### config.mk
export PLATFORM = sky130hd
export DESIGN_NAME = cpu_seq_flat
export DESIGN_NICKNAME = d
export VERILOG_FILES = /design/src/rtl/cpu_seq_if.sv /design/src/rtl/cpu_seq.sv /design/src/flat_wrapper.sv
export SDC_FILE = /design/constraint.sdc
export NUM_CORES = 1
export LEC_CHECK = 0
export ABC_AREA = 0
export CORE_ASPECT_RATIO = 1.25
export CORE_MARGIN = 8
export CORE_UTILIZATION = 30
export CTS_CLUSTER_SIZE = 10
export DETAILED_ROUTE_END_ITERATION = 8
export PLACE_DENSITY_LB_ADDON = 0.12
export SYNTH_ARGS = -nofsm -noshare
export SYNTH_HDL_FRONTEND = slang
export SYNTH_SLANG_ARGS = --single-unit
### constraint.sdc
create_clock -name clk_i -period 3.5 [get_ports clk_i]
set_clock_uncertainty 0.2 [all_clocks]
set_input_delay 0.7 -clock clk_i [delete_from_list [all_inputs] [get_ports clk_i]]
set_output_delay 0.7 -clock clk_i [all_outputs]
set_load 0.05 [all_outputs]
### src/rtl/cpu_seq_if.sv
// Memory bus between cpu_seq (master) and an instruction/data memory (slave).
// Signal names follow the sequencer's memory port names.
interface cpu_seq_if #(
    parameter int unsigned DATA_W = 16,
    parameter int unsigned ADDR_W = 16
) ();
    logic              mem_req_o;
    logic              mem_we_o;
    logic [ADDR_W-1:0] mem_addr_o;
    logic [DATA_W-1:0] mem_wdata_o;
    logic [DATA_W-1:0] mem_rdata_i;
    logic              mem_ack_i;

    modport master (
        output mem_req_o, mem_we_o, mem_addr_o, mem_wdata_o,
        input  mem_rdata_i, mem_ack_i
    );

    modport slave (
        input  mem_req_o, mem_we_o, mem_addr_o, mem_wdata_o,
        output mem_rdata_i, mem_ack_i
    );
endinterface

### src/rtl/cpu_seq.sv
// Multi-cycle instruction sequencer: fetch, decode, execute, memory, writeback.
// Define TANGLE_IRQ_EN to build in single-level interrupt entry/return support.
module cpu_seq #(
    parameter int unsigned       DATA_W  = 16,
    parameter int unsigned       ADDR_W  = 16,
    parameter logic [ADDR_W-1:0] IRQ_VEC = ADDR_W'(2)
) (
    input  logic              clk_i,
    input  logic              rst_i,
    cpu_seq_if.master         mem,
    input  logic [1:0]        dec_nextpc_i,
    input  logic              dec_load_i,
    input  logic              dec_store_i,
    input  logic              dec_regwe_i,
    input  logic [DATA_W-1:0] dec_imm_i,
    input  logic              dec_iret_i,
    input  logic [DATA_W-1:0] reg_data1_i,
    input  logic [DATA_W-1:0] alu_addr_i,
    input  logic              alu_busy_i,
    output logic [DATA_W-1:0] insn_o,
    output logic [ADDR_W-1:0] pc_o,
    output logic [ADDR_W-1:0] link_o,
    output logic [DATA_W-1:0] load_data_o,
    output logic              reg_we_o,
    output logic              alu_start_o,
    input  logic              irq_i,
    output logic              irq_ack_o
);

    typedef enum logic [2:0] {
        IDLE, FETCH, DECODE, EXEC, WAIT_ALU, MEM, WB
    } state_t;

    state_t            state;
    logic [ADDR_W-1:0] pc_q;
    logic              req_q;
    logic              we_q;
    logic [ADDR_W-1:0] pc_calc;
    logic              ack_ok;

`ifdef TANGLE_IRQ_EN
    logic [ADDR_W-1:0] epc_q;
    logic              ie_q;
    logic              irq_ack_q;
`endif

    function automatic logic [ADDR_W-1:0] calc_next_pc(
        input logic [1:0]        sel,
        input logic [ADDR_W-1:0] pc,
        input logic [ADDR_W-1:0] imm,
        input logic [ADDR_W-1:0] tgt
    );
        case (sel)
            2'b01:   return pc + imm;
            2'b10:   return tgt;
            default: return pc + ADDR_W'(1);
        endcase
    endfunction

    assign pc_calc = calc_next_pc(dec_nextpc_i, pc_q, dec_imm_i[ADDR_W-1:0],
                                  reg_data1_i[ADDR_W-1:0]);
    // An ack only counts while a request is actually outstanding.
    assign ack_ok  = req_q && mem.mem_ack_i;

    assign mem.mem_req_o   = req_q;
    assign mem.mem_we_o    = we_q;
    assign mem.mem_addr_o  = (state == MEM) ? alu_addr_i[ADDR_W-1:0] : pc_q;
    assign mem.mem_wdata_o = reg_data1_i;

    assign pc_o   = pc_q;
    assign link_o = pc_q + ADDR_W'(1);

    always_ff @(posedge clk_i or posedge rst_i) begin
        if (rst_i) begin
            state       <= IDLE;
            pc_q        <= '0;
            insn_o      <= '0;
            load_data_o <= '0;
            req_q       <= 1'b0;
            we_q        <= 1'b0;
            reg_we_o    <= 1'b0;
            alu_start_o <= 1'b0;
`ifdef TANGLE_IRQ_EN
            epc_q       <= '0;
            ie_q        <= 1'b1;
            irq_ack_q   <= 1'b0;
`endif
        end else begin
            alu_start_o <= 1'b0;
            reg_we_o    <= 1'b0;
`ifdef TANGLE_IRQ_EN
            irq_ack_q   <= 1'b0;
`endif
            case (state)
                IDLE: begin
                    state <= FETCH;
                    req_q <= 1'b1;
                    we_q  <= 1'b0;
                end
                FETCH: begin
                    if (ack_ok) begin
                        insn_o      <= mem.mem_rdata_i;
                        req_q       <= 1'b0;
                        alu_start_o <= 1'b1;
                        state       <= DECODE;
                    end
                end
                DECODE: state <= EXEC;
                EXEC: begin
                    if (dec_load_i || dec_store_i) begin
                        state <= MEM;
                        req_q <= 1'b1;
                        we_q  <= dec_store_i;
                    end else if (alu_busy_i) begin
                        state <= WAIT_ALU;
                    end else begin
                        state    <= WB;
                        reg_we_o <= dec_regwe_i;
                    end
                end
                WAIT_ALU: begin
                    if (!alu_busy_i) begin
                        state    <= WB;
                        reg_we_o <= dec_regwe_i;
                    end
                end
                MEM: begin
                    if (ack_ok) begin
                        if (dec_load_i) load_data_o <= mem.mem_rdata_i;
                        req_q    <= 1'b0;
                        we_q     <= 1'b0;
                        reg_we_o <= dec_regwe_i;
                        state    <= WB;
                    end
                end
                WB: begin
                    state <= FETCH;
                    req_q <= 1'b1;
                    we_q  <= 1'b0;
`ifdef TANGLE_IRQ_EN
                    // Return wins over a new interrupt arriving in the same writeback.
                    if (dec_iret_i) begin
                        pc_q <= epc_q;
                        ie_q <= 1'b1;
                    end else if (irq_i && ie_q) begin
                        epc_q     <= pc_calc;
                        pc_q      <= IRQ_VEC;
                        ie_q      <= 1'b0;
                        irq_ack_q <= 1'b1;
                    end else begin
                        pc_q <= pc_calc;
                    end
`else
                    pc_q <= pc_calc;
`endif
                end
                default: state <= IDLE;
            endcase
        end
    end

`ifdef TANGLE_IRQ_EN
    assign irq_ack_o = irq_ack_q;
`else
    logic unused_irq;
    assign unused_irq = irq_i ^ dec_iret_i;
    assign irq_ack_o  = 1'b0;
`endif

endmodule

### src/flat_wrapper.sv
// flat-port wrapper written by rule: the top's interface ports become plain ports
module cpu_seq_flat 
#(
    parameter int unsigned       DATA_W  = 16,
    parameter int unsigned       ADDR_W  = 16,
    parameter logic [ADDR_W-1:0] IRQ_VEC = ADDR_W'(2)
)
  (clk_i, rst_i, dec_nextpc_i, dec_load_i, dec_store_i, dec_regwe_i, dec_imm_i, dec_iret_i, reg_data1_i, alu_addr_i, alu_busy_i, insn_o, pc_o, link_o, load_data_o, reg_we_o, alu_start_o, irq_i, irq_ack_o, mem_mem_req_o, mem_mem_we_o, mem_mem_addr_o, mem_mem_wdata_o, mem_mem_rdata_i, mem_mem_ack_i);
  cpu_seq_if #(.DATA_W(DATA_W), .ADDR_W(ADDR_W)) mem_i ();
  input  logic clk_i;
  input  logic rst_i;
  input  logic [1:0] dec_nextpc_i;
  input  logic dec_load_i;
  input  logic dec_store_i;
  input  logic dec_regwe_i;
  input  logic [DATA_W-1:0] dec_imm_i;
  input  logic dec_iret_i;
  input  logic [DATA_W-1:0] reg_data1_i;
  input  logic [DATA_W-1:0] alu_addr_i;
  input  logic alu_busy_i;
  output logic [DATA_W-1:0] insn_o;
  output logic [ADDR_W-1:0] pc_o;
  output logic [ADDR_W-1:0] link_o;
  output logic [DATA_W-1:0] load_data_o;
  output logic reg_we_o;
  output logic alu_start_o;
  input  logic irq_i;
  output logic irq_ack_o;
  output wire logic [$bits(mem_i.mem_req_o)-1:0] mem_mem_req_o;
  output wire logic [$bits(mem_i.mem_we_o)-1:0] mem_mem_we_o;
  output wire logic [$bits(mem_i.mem_addr_o)-1:0] mem_mem_addr_o;
  output wire logic [$bits(mem_i.mem_wdata_o)-1:0] mem_mem_wdata_o;
  input wire logic [$bits(mem_i.mem_rdata_i)-1:0] mem_mem_rdata_i;
  input wire logic [$bits(mem_i.mem_ack_i)-1:0] mem_mem_ack_i;
  assign mem_mem_req_o = mem_i.mem_req_o;
  assign mem_mem_we_o = mem_i.mem_we_o;
  assign mem_mem_addr_o = mem_i.mem_addr_o;
  assign mem_mem_wdata_o = mem_i.mem_wdata_o;
  assign mem_i.mem_rdata_i = mem_mem_rdata_i;
  assign mem_i.mem_ack_i = mem_mem_ack_i;
  cpu_seq #(.DATA_W(DATA_W), .ADDR_W(ADDR_W), .IRQ_VEC(IRQ_VEC)) u_core (.clk_i(clk_i), .rst_i(rst_i), .mem(mem_i), .dec_nextpc_i(dec_nextpc_i), .dec_load_i(dec_load_i), .dec_store_i(dec_store_i), .dec_regwe_i(dec_regwe_i), .dec_imm_i(dec_imm_i), .dec_iret_i(dec_iret_i), .reg_data1_i(reg_data1_i), .alu_addr_i(alu_addr_i), .alu_busy_i(alu_busy_i), .insn_o(insn_o), .pc_o(pc_o), .link_o(link_o), .load_data_o(load_data_o), .reg_we_o(reg_we_o), .alu_start_o(alu_start_o), .irq_i(irq_i), .irq_ack_o(irq_ack_o));
endmodule
* Word-level counts from Yosys, hierarchy flattened
Cells that the tools add are included.
Storage, ports and cells: register bits after elaboration 55, bits in latches 0, memory bits (writable) 0, ROM bits 0, bits of input ports 75, output and inout port bits 101, logic and storage cells 54, memories 0
Operators by class: add/subtract/negate cells 2, multiply operators 0, divide/modulo/power cells 0, $lt $le $gt $ge 0, equal/unequal tests 13, shift-type cells 0, mux-type cells 19, bitwise gates (word level) 0, reductions and logical operators 12
Operators with widths (number):
- $pmux W16 S2 | 1
- $pmux W3 S6 | 1
- $add A16 B1 Y16 const B | 1
- $add A16 B16 Y16 | 1
- $mux W16 | 1
- $mux W3 | 4
- $reduce_and A3 Y1 | 4
- $eq A3 B3 Y1 const B | 3
- $pmux W1 S3 | 3
- $mux W1 | 8
- $ne A2 B1 Y1 const B | 4
- $eq A3 B2 Y1 const B | 2
- $reduce_bool A3 Y1 | 2
- $reduce_or A2 Y1 | 2
- $eq A3 B1 Y1 const B | 1
- $logic_not A3 Y1 | 1
- $eq A2 B1 Y1 const B | 1
- $eq A2 B2 Y1 const B | 1
- $mux W2 | 1
- $ne A2 B2 Y1 const B | 1
- $reduce_and A2 Y1 | 1
- $logic_and A1 B1 Y1 | 1
- $logic_or A1 B1 Y1 | 1

* Logic depth before layout (Yosys ltp)
Gate-level depths: netlist of run 1.
depth after elaboration 4, gate-level depth with buffers 9, gate-level depth less buffers 9

* Worst setup path after synthesis of run 1
No wires, ideal clock.
kind reg2out, start reg u_core.pc_q[0], in the netlist u_core.pc_o[0], end out link_o[12], data arrival time 2.519 ns, data required time 2.600 ns, slack 0.081 ns, cell stages (with the launch flop) 6, path buffers 0, path through dfrtp_1 -> ha_1 -> nand4_1 -> nor3_1 -> nand2_1 -> xnor2_1
On the way: longest elaborated chain between the ends 1
Ends and longest elaborated chain:
- from (decl) | line cpu_seq.sv:35 | logic [ADDR_W-1:0] pc_q;
- from (signal assigned) | line cpu_seq.sv:154 | pc_q <= pc_calc;
- $add A16 B1 Y16 | line cpu_seq.sv:71 | assign link_o = pc_q + ADDR_W'(1);
- to (decl) | line flat_wrapper.sv:23 | output logic [ADDR_W-1:0] link_o;
Every way passes these cells.

* Final worst setup path of run 1
Ends and elaborated chain as after synthesis.

==> results of run 1 <==
==> cell usage in the layout, fill, tap and decap left out, types with 5 or more instances in the layout <==
cell             synthesis  final
mux2_2                  50     50
xor2_1                   8      8
nand4_1                  8      8
a21oi_1                 31     31
nor3_1                   6      6
a21o_1                   5      5
buf_4                   19     25
nand3_1                 15     15
dfrtp_1                 55     55
ha_1                    18     18
o21a_1                   5      5
a31oi_1                  5      5
xnor2_1                 12     12
nor2_1                  18     18
or3_1                    5      5
nand2_1                 32     32
o22ai_1                  5      5
inv_1                   17     16
nor2b_1                  5      5
clkdlybuf4s50_1          0    160
o21ai_0                 25     25
clkbuf_16                0      5
==> worst reg2reg max path, stage by stage, from the launching register on <==
cell,delay [ns]
dfrtp_1,0.49
ha_1,0.24
inv_1,0.06
fa_1,0.39
and2b_1,0.25
o2111ai_2,0.14
a211oi_2,0.27
o211ai_1,0.16
and3_1,0.20
o41ai_2,0.26
==> per-layer routing <==
metal  part of all wire [%]  wire length [um]  global-route usage [%]  vias up
met4                   0.89               125                   3.006        0
met1                     41              5720                   17.80     1862
met5                      0                 0                       0        -
met3                    9.4              1325                   6.017        9
li1                       -                 -                       -     1874
met2                     49              6871                   27.70      158
==> registers in the layout, summed over array words and instances (netlist names) <==
name / count
u_core.reg_we_o: 1
u_core.load_data_o: 16
u_core.pc_o: 16
u_core.mem.mem_req_o: 1
u_core.insn_o: 16
u_core.mem.mem_we_o: 1
u_core.state: 3
u_core.alu_start_o: 1
==> final timing paths <==
check / slack, ns / from / endpoint / depth (start not counted)
setup / recovery: 0.18 / u_core.pc_o[0] / link_o[12] / 6
hold / removal: 0.31 / u_core.insn_o[13] / u_core.insn_o[13] / 1
setup reg to reg: 0.74 / u_core.pc_o[0] / u_core.pc_o[14] / 9
hold reg to reg: 0.31 / u_core.insn_o[13] / u_core.insn_o[13] / 1
max in group asynchronous: 1.98 / rst_i / u_core.state[0] / 3
min in group asynchronous: 0.47 / rst_i / u_core.load_data_o[5] / 2
==> report_power, final <==
group	internal, mW	switching (mW)	total, mW
combinational	1.62	2.82	4.44
clock	0.274	0.258	0.532
sequential	0.921	0.322	1.24
==> stage by stage <==
| step | setup WS, ns | hold WS (ns) |
|---|---|---|
| final | 0.1806 | 0.3066 |
| after global routing | 0.01124 | 0.3218 |
| after CTS | 0.1943 | 0.3134 |
| after detailed placement | 0.1246 | 0.2945 |
| after global placement | 0.1268 | 0.2902 |
| after floorplan | 0.08097 | 0.4878 |
==> logic make-up (layout without fill, tap and decap cells) <==
group | after synthesis | in the layout | share of synthesized area [%]
compound gates | 113 | 113 | 18.83
xor+xnor | 20 | 20 | 4.342
fa+ha+maj | 20 | 20 | 6.576
buf+inv | 53 | 213 | 6.948
flops | 55 | 55 | 34.12
mux | 52 | 52 | 14.45
other cells | 1 | 1 | 0.09296
simple gates | 112 | 112 | 14.64
==> final cells by class <==
cell class,instances,share of cell area (%)
flip-flops and latches,55,22.87
inverters,18,1.123
clock inverters,3,0.4575
multi-input cells,318,39.51
clock buffers,5,2.079
well taps,171,3.556
repair buffers,187,30.40
==> flow_summary.json, run 1 <==
{
  "die-area_sq_um": 17440,
  "cts_tree": "done",
  "dp.cells": 749,
  "grt_remaining_overflow": 0,
  "cts_hold_buf": 0,
  "gp_congestion": 0.8437,
  "grt_pass1_vias": 4091,
  "start_kind": "flip-flop",
  "netlist_area_sq_um": 4034,
  "worstPathArrival_ns": 2.42,
  "synth_common_cells": "dfrtp_1, mux2_2, nand2_1",
  "clk_pin_slew_ns": 0.08,
  "cts.sinks": 55,
  "io_pins": 176,
  "netlist.area_leader.share_pct": 34.12,
  "post_cts_buffers": 0,
  "seqCellArea_sq_um": 1376,
  "rsz0062_at_grt": "no",
  "path_max_fanout": 8,
  "cts.htree.levels": 2,
  "syn2layout_area_growth_pct": 49.16,
  "rows": 47,
  "end_kind": "primary output",
  "synthDistinctLibCells": 59,
  "run_status": "finished, final reports clean",
  "drc": 0,
  "async_reset_ff_share_pct": 100.0,
  "dp.final_hpwl_mm": 11.13,
  "fin_tns_setup_ns": 0,
  "avgSynthCellArea_sq_um": 9.469,
  "viasPerCell": 5.156,
  "final_cells": 757,
  "fin_util_pct": 45.68,
  "die_w_um": 119.7,
  "yosysMostFrequentCell": "dfrtp_1",
  "clock_latency_ns": 0.30,
  "synth.area.top_cells": "dfrtp_1, mux2_2, ha_1",
  "initial_core_util_pct": 30.62,
  "slew_headroom_pct": 53.29,
  "ys_seq_elements": 55,
  "ys_warn_count": 0,
  "grt_pass1_wl_mm": 22.36,
  "synth_edf_count": 0,
  "yosys.area.top_type": "dfrtp_1",
  "via_count": 3903,
  "fmax_mhz": 301.3,
  "drive_above_1_share_pct": 17.24,
  "cts_root_buffer": "clkbuf_16",
  "drtPass1Iterations": 5,
  "multi_input_area_sq_um": 2377,
  "cts_resized": 0,
  "path_cells": "ha_1 > nand4_1 > nor3_1 > nand2_1 > xnor2_1 > buf_12",
  "placed_area_sq_um": 5864,
  "wire_per_inst_um": 18.55,
  "hold_viol": 0,
  "netlist_instances": 426,
  "finalInstanceArea_sq_um": 6017,
  "report.final.slew_viol_count": 0,
  "io_buffers": 172,
  "ys.flop_type": "dfrtp_1",
  "crit_type": "reg2out",
  "cp_top_family": "simple AND/OR/NAND/NOR gates",
  "setup_violations": 0,
  "seq_area_frac_synth_pct": 34.12,
  "period_needed_ns": 3.319,
  "crit_buf_inv": 1,
  "ir_drop_mv": 0.5876,
  "period_share_pct": 94.84,
  "track_usage_pct": 15.81,
  "p_leak_nw": 2.435,
  "cap_violations": 0,
  "first_iter_violations": 123,
  "power_density_nw_per_um2": 1033,
  "cts_buffer_depth": 2,
  "worstMarginPinSlew_ns": 0.7007,
  "synth.net_count": 521,
  "die_h_um": 145.6,
  "worstPathRequired_ns": 2.60,
  "power.total_mw": 6.217,
  "core_sq_um": 13170,
  "hold_class": "reg2reg",
  "finalWirelength_mm": 14.04,
  "drtAntennaViolNets": 0,
  "worst_path_largest_cell_delay_ns": 0.49,
  "antenna_found_initial": 0,
  "cts_made_buffers": 5,
  "cp_slowest_cell": "dfrtp_1",
  "grt_max_degree": 28,
  "num-fill-cells": 1275,
  "diodes": 0,
  "final_nets": 680
}
Note: power is estimated with default switching activity, not from simulation.
==> run 2: changes to the inputs <==
Settings changed: GPL_TIMING_DRIVEN from default to 1.
==> results of run 2 <==
Same layout as run 1: the final DEF is identical, and so are final timing and power.
